[src/rtl/seq_alu.sv]
// Handshaked ALU: single-cycle logic/shift/add ops, iterative MUL and signed DIV/REM.
// One request in flight; the result is held in DONE until out_ready_i takes it.
module seq_alu #(
    parameter int WIDTH  = 32,
    parameter bit DIV_EN = 1'b1
) (
    input  logic             clk_i,
    input  logic             rst_i,
    input  logic             in_valid_i,
    output logic             in_ready_o,
    input  logic [3:0]       op_i,
    input  logic [WIDTH-1:0] src1_i,
    input  logic [WIDTH-1:0] src2_i,
    output logic             out_valid_o,
    input  logic             out_ready_i,
    output logic [WIDTH-1:0] data_o,
    output logic             zero_o,
    output logic             illegal_o
);
    localparam int SW = $clog2(WIDTH);
    localparam int CW = $clog2(WIDTH + 1);

    localparam logic [3:0] OP_AND = 4'b0000;
    localparam logic [3:0] OP_XOR = 4'b0001;
    localparam logic [3:0] OP_SLL = 4'b0010;
    localparam logic [3:0] OP_ADD = 4'b0011;
    localparam logic [3:0] OP_SUB = 4'b0100;
    localparam logic [3:0] OP_MUL = 4'b0101;
    localparam logic [3:0] OP_OR  = 4'b0110;
    localparam logic [3:0] OP_SRA = 4'b0111;
    localparam logic [3:0] OP_DIV = 4'b1000;
    localparam logic [3:0] OP_REM = 4'b1001;

    typedef enum logic [1:0] {IDLE, BUSY, DONE} state_t;

    state_t           state_q, state_d;
    logic [CW-1:0]    cnt_q, cnt_d;
    logic [3:0]       op_q, op_d;
    // MUL: acc = partial product, opa = multiplicand, opb = multiplier.
    // DIV: acc = partial remainder, opa = |divisor|, opb = dividend shifting into quotient.
    logic [WIDTH-1:0] acc_q, acc_d;
    logic [WIDTH-1:0] opa_q, opa_d;
    logic [WIDTH-1:0] opb_q, opb_d;
    logic             neg_q, neg_d;
    logic             rem_neg_q, rem_neg_d;
    logic             dz_q, dz_d;
    logic [WIDTH-1:0] data_q, data_d;
    logic             illegal_q, illegal_d;

    logic [SW-1:0]    shamt;
    logic [WIDTH-1:0] single_res;
    logic             single_op;
    logic [WIDTH-1:0] mul_acc_nxt;
    logic [WIDTH:0]   rem_sh;
    logic [WIDTH:0]   div_sub;
    logic             div_ge;
    logic [WIDTH-1:0] div_rem_nxt;
    logic [WIDTH-1:0] div_quo_nxt;
    logic [WIDTH-1:0] quo_res;
    logic [WIDTH-1:0] rem_res;

    assign shamt = src2_i[SW-1:0];

    always_comb begin
        single_res = '0;
        single_op  = 1'b1;
        case (op_i)
            OP_AND:  single_res = src1_i & src2_i;
            OP_XOR:  single_res = src1_i ^ src2_i;
            OP_OR:   single_res = src1_i | src2_i;
            OP_SLL:  single_res = src1_i << shamt;
            OP_SRA:  single_res = WIDTH'($signed(src1_i) >>> shamt);
            OP_ADD:  single_res = src1_i + src2_i;
            OP_SUB:  single_res = src1_i - src2_i;
            default: single_op  = 1'b0;
        endcase
    end

    // One iteration of shift-add and of restoring division, evaluated every BUSY cycle.
    always_comb begin
        mul_acc_nxt = acc_q + (opb_q[0] ? opa_q : '0);
        rem_sh      = {acc_q, opb_q[WIDTH-1]};
        div_sub     = rem_sh - {1'b0, opa_q};
        div_ge      = ~div_sub[WIDTH];
        div_rem_nxt = div_ge ? div_sub[WIDTH-1:0] : rem_sh[WIDTH-1:0];
        div_quo_nxt = {opb_q[WIDTH-2:0], div_ge};
        quo_res     = dz_q ? '1 : (neg_q ? -div_quo_nxt : div_quo_nxt);
        rem_res     = rem_neg_q ? -div_rem_nxt : div_rem_nxt;
    end

    always_comb begin
        state_d   = state_q;
        cnt_d     = cnt_q;
        op_d      = op_q;
        acc_d     = acc_q;
        opa_d     = opa_q;
        opb_d     = opb_q;
        neg_d     = neg_q;
        rem_neg_d = rem_neg_q;
        dz_d      = dz_q;
        data_d    = data_q;
        illegal_d = illegal_q;
        case (state_q)
            IDLE: begin
                if (in_valid_i) begin
                    op_d  = op_i;
                    cnt_d = '0;
                    acc_d = '0;
                    if (single_op) begin
                        data_d    = single_res;
                        illegal_d = 1'b0;
                        state_d   = DONE;
                    end else if (op_i == OP_MUL) begin
                        opa_d   = src1_i;
                        opb_d   = src2_i;
                        state_d = BUSY;
                    end else if (DIV_EN && (op_i == OP_DIV || op_i == OP_REM)) begin
                        // Magnitudes as unsigned; MIN maps onto 2^(WIDTH-1) correctly.
                        opa_d     = src2_i[WIDTH-1] ? -src2_i : src2_i;
                        opb_d     = src1_i[WIDTH-1] ? -src1_i : src1_i;
                        neg_d     = src1_i[WIDTH-1] ^ src2_i[WIDTH-1];
                        rem_neg_d = src1_i[WIDTH-1];
                        dz_d      = (src2_i == '0);
                        state_d   = BUSY;
                    end else begin
                        data_d    = '0;
                        illegal_d = 1'b1;
                        state_d   = DONE;
                    end
                end
            end
            BUSY: begin
                cnt_d = cnt_q + 1'b1;
                if (op_q == OP_MUL) begin
                    acc_d = mul_acc_nxt;
                    opa_d = opa_q << 1;
                    opb_d = opb_q >> 1;
                end else begin
                    acc_d = div_rem_nxt;
                    opb_d = div_quo_nxt;
                end
                if (cnt_q == CW'(WIDTH - 1)) begin
                    illegal_d = 1'b0;
                    if (op_q == OP_MUL)      data_d = mul_acc_nxt;
                    else if (op_q == OP_DIV) data_d = quo_res;
                    else                     data_d = rem_res;
                    state_d = DONE;
                end
            end
            DONE: begin
                if (out_ready_i) state_d = IDLE;
            end
            default: state_d = IDLE;
        endcase
    end

    always_ff @(posedge clk_i) begin
        if (rst_i) begin
            state_q   <= IDLE;
            cnt_q     <= '0;
            op_q      <= '0;
            acc_q     <= '0;
            opa_q     <= '0;
            opb_q     <= '0;
            neg_q     <= 1'b0;
            rem_neg_q <= 1'b0;
            dz_q      <= 1'b0;
            data_q    <= '0;
            illegal_q <= 1'b0;
        end else begin
            state_q   <= state_d;
            cnt_q     <= cnt_d;
            op_q      <= op_d;
            acc_q     <= acc_d;
            opa_q     <= opa_d;
            opb_q     <= opb_d;
            neg_q     <= neg_d;
            rem_neg_q <= rem_neg_d;
            dz_q      <= dz_d;
            data_q    <= data_d;
            illegal_q <= illegal_d;
        end
    end

    assign in_ready_o  = (state_q == IDLE);
    assign out_valid_o = (state_q == DONE);
    assign data_o      = data_q;
    assign zero_o      = (data_q == '0);
    assign illegal_o   = illegal_q;

endmodule

[config.mk]
export PLATFORM = sky130hd
export DESIGN_NAME = seq_alu
export DESIGN_NICKNAME = d
export VERILOG_FILES = /design/src/rtl/seq_alu.sv
export SDC_FILE = /design/constraint.sdc
export NUM_CORES = 1
export LEC_CHECK = 0
export BUFFER_PORTS_ARGS = -buffer_cell sky130_fd_sc_hd__clkbuf_2
export CORE_AREA = 2 2 191 239
export CTS_CLUSTER_DIAMETER = 100
export DETAILED_ROUTE_END_ITERATION = 16
export DIE_AREA = 0 0 193 241
export MAX_ROUTING_LAYER = met4
export PLACE_DENSITY = 0.66
export SLEW_MARGIN = 40
export SYNTH_ARGS = -nofsm -noshare
export SYNTH_HDL_FRONTEND = slang
export SYNTH_SLANG_ARGS = --single-unit
[constraint.sdc]
create_clock -name clk_i -period 9.7 [get_ports clk_i]
set_input_delay 1.94 -clock clk_i [delete_from_list [all_inputs] [get_ports clk_i]]
set_output_delay 1.94 -clock clk_i [all_outputs]
set_load 0.005 [all_outputs]
==> impl_metrics.env <==
export IMPL_worst_r2r_endpoint="data_o[22]$_SDFFE_PP0P_"
export IMPL_rr_worst_depth=20
export IMPL_initial_core_util_pct=49.5
export IMPL_tns_ps=0
export IMPL_ctsResizeCount=0
export IMPL_crit_arrival_ps=7190
export IMPL_status="finished, final reports clean"
export IMPL_core_area_sq_um=44100
export IMPL_synth_avg_cell_area_sq_um=7.13
export IMPL_clk_pin_slew_worst_paths_ps=70
export IMPL_drv_slew=0
export IMPL_fin_cells=3580
export IMPL_startpoint_type="primary input"
export IMPL_fin_crit_ps=6800
export IMPL_rsz0062_at_grt="no"
export IMPL_required_ps=10090
export IMPL_netlist_top_cells_count="nor2_1, nand2_1, a21oi_1"
export IMPL_fp_dieH_microns=241
export IMPL_r2r_start="opa_q[16]$_SDFFE_PP0P_"
export IMPL_rrSetupSlack_ps=3000
export IMPL_worstHoldStart="data_o[3]$_SDFFE_PP0P_"
export IMPL_cts_sinks=144
export IMPL_gp_congestion=1.05
export IMPL_cts_tree="built"
export IMPL_crit_end="data_o[31]$_SDFFE_PP0P_"
export IMPL_synth_cells=3065
export IMPL_layout_nets=3231
export IMPL_grt_usage_pct=41.4
export IMPL_drtAntennaViolNets=0
export IMPL_setup_ws_ps=2900
export IMPL_synth_xor_area_share_pct=8.37
export IMPL_syn_num_nets=3305
export IMPL_synth_most_common_cell="nor2_1"
export IMPL_synth_edff_count=0
export IMPL_cts_root_buf="clkbuf_16"
export IMPL_worstSetupPathType="primary input to flop"
export IMPL_cts_hold_buf=0
export IMPL_syn_cell_area_sq_um=21900
export IMPL_async_reset_ff_share_pct=0
export IMPL_ys_seq_area_share_pct=13.2
export IMPL_cap_violations=0
export IMPL_postCtsSetupRepairBufs=0
export IMPL_placementRows=86
export IMPL_ys_warn_count=0
export IMPL_dp_cells=3543
export IMPL_critPathLaunch="src2_i[0]"
export IMPL_ys_flop_type="dfxtp_1"
export IMPL_synthMuxAreaShare_pct=11.0
export IMPL_drc_errors=0
export IMPL_synthSimpleGateAreaFrac_pct=20.6
export IMPL_antenna_found_initial=4
export IMPL_cts_buffers=17
export IMPL_final_core_util_pct=52.5
export IMPL_synthAdderAreaFrac_pct=9.72
export IMPL_drt_pass1_iterations=7
export IMPL_vias=24300
export IMPL_clockBufferDepth=2
export IMPL_io_buffers=107
export IMPL_drt_iter0_markers=2366
export IMPL_holdWs_ps=491
export IMPL_pre_cts_ws_ps=2510
export IMPL_yosysTopAreaCellShare_pct=13.2
export IMPL_insertion_delay_ps=450
export IMPL_grt_pass1_wl_microns=141000
export IMPL_synth_top_family_by_area="compound AO/OA/AOI/OAI gates"
export IMPL_routed_wl_microns=95900
export IMPL_hpwl_microns=74200
export IMPL_worstMarginPinSlew_ps=898
export IMPL_die_area_sq_um=46500
export IMPL_drive_above_1_share_pct=10.3
export IMPL_overflow=0
export IMPL_syn2layout_area_growth_pct=6.04
export IMPL_yosys_register_bits=144
export IMPL_ys_types=91
export IMPL_via_per_inst=6.79
export IMPL_powerDensity_nw_per_um2=115
export IMPL_yosysTopAreaCell="dfxtp_1"
export IMPL_die_w_microns=193
export IMPL_endpoint_kind="flop"
export IMPL_avgRoutedWirePerCell_microns=26.8
export IMPL_setup_viol=0
export IMPL_hold_depth=2
export IMPL_power_leakage_nw=9.17
export IMPL_hold_class="flop to flop"
export IMPL_finClkSkew_ps=15.5
export IMPL_grt_max_degree=84
export IMPL_synth_area_leaders="dfxtp_1, ha_1, nor2_1"
export IMPL_fmax_mhz=147
export IMPL_synth_compound_area_share_pct=30.5
export IMPL_max_vdd_ir_drop_mv=0.114
export IMPL_layout_worst_path_cycle_share_pct=70.1
export IMPL_finalHoldViolCount=0
export IMPL_slew_headroom_pct=39.2
export IMPL_path_max_fanout=30
export IMPL_htree_levels=4
export IMPL_io_pins=108
export IMPL_grt_pass1_vias=22600
[flip-flops by register name (all words and copies together) (netlist names)]
signal	cells
neg_q	1
acc_q	32
state_q	2
rem_neg_q	1
illegal_o	1
opb_q	32
dz_q	1
cnt_q	6
opa_q	32
data_o	32
op_q	4
[worst max-delay path, cell delays in order]
cell	delay, ps
buf_4	250
inv_1	410
ha_1	440
nand4_1	290
or4_1	540
or3_4	390
or4_1	510
o21ai_0	230
xnor2_1	140
ha_1	350
a2111oi_0	450
nand2_1	130
o2111ai_1	330
a21boi_0	180
mux2i_1	150
a311oi_1	330
a21o_1	120
[layer usage]
metal	routed length [microns]	global-route usage [%]	vias to the layer above
li1	-	-	11100
met1	37800	49.1	11700
met2	44800	67.2	1234
met3	6920	4.93	277
met4	6420	24.6	0
met5	0	-	-
[logic make-up (layout without fill, tap and decap cells)]
family,after synthesis,count (layout)
simple gates,988,988
fa+ha+maj,168,168
xor+xnor,209,209
other cells,0,4
buf+inv,375,314
flops,144,144
compound gates,1010,1010
mux,171,171
[per-stage QoR]
| step | area, sq um | total power [mW] |
|---|---|---|
| after floorplan | 21900 | 1.55 |
| after global placement | 22600 | 1.95 |
| after detailed placement | 22600 | 1.96 |
| after CTS | 23100 | 2.61 |
| after global routing | 23200 | 2.76 |
| final | 23200 | 2.66 |
[cell type report]
| type | instances | area [sq um] |
|---|---|---|
| Fill cell | 4415 | 20900 |
| Multi-Input combinational cell | 2546 | 17600 |
| Sequential cell | 144 | 2880 |
| Timing Repair Buffer | 153 | 891 |
| Tap cell | 572 | 716 |
| Inverter | 129 | 487 |
| Clock buffer | 19 | 433 |
| Clock inverter | 13 | 131 |
| Antenna cell | 4 | 10.0 |
[where the power goes]
group          switching, mW  total [mW]  leakage, nW  internal (mW)
clock                  0.302       0.659        0.265          0.358
combinational          0.858        1.32         7.73          0.457
sequential            0.0525       0.682         1.17          0.629
[cells in the final DEF (no fill, tap or decap), drive strengths merged, types with 48 or more instances in the layout]
cell type,n
ha,165
clkbuf,124
inv,129
mux4,54
buf,48
a21oi,250
dfxtp,144
xnor2,156
mux2i,103
xor2,53
nand2,259
nor3,71
a211oi,123
nor2,412
o21ai,225
[how the worst min path moves through the flow]
stage	end	slack, ps
after floorplan	op_q[0]$_SDFFE_PP0P_	450
after global placement	data_o[3]$_SDFFE_PP0P_	460
after detailed placement	data_o[3]$_SDFFE_PP0P_	480
after CTS	data_o[3]$_SDFFE_PP0P_	490
after global routing	op_q[2]$_SDFFE_PP0P_	530
final	data_o[3]$_SDFFE_PP0P_	490
Note: power is estimated with default switching activity, not from simulation.
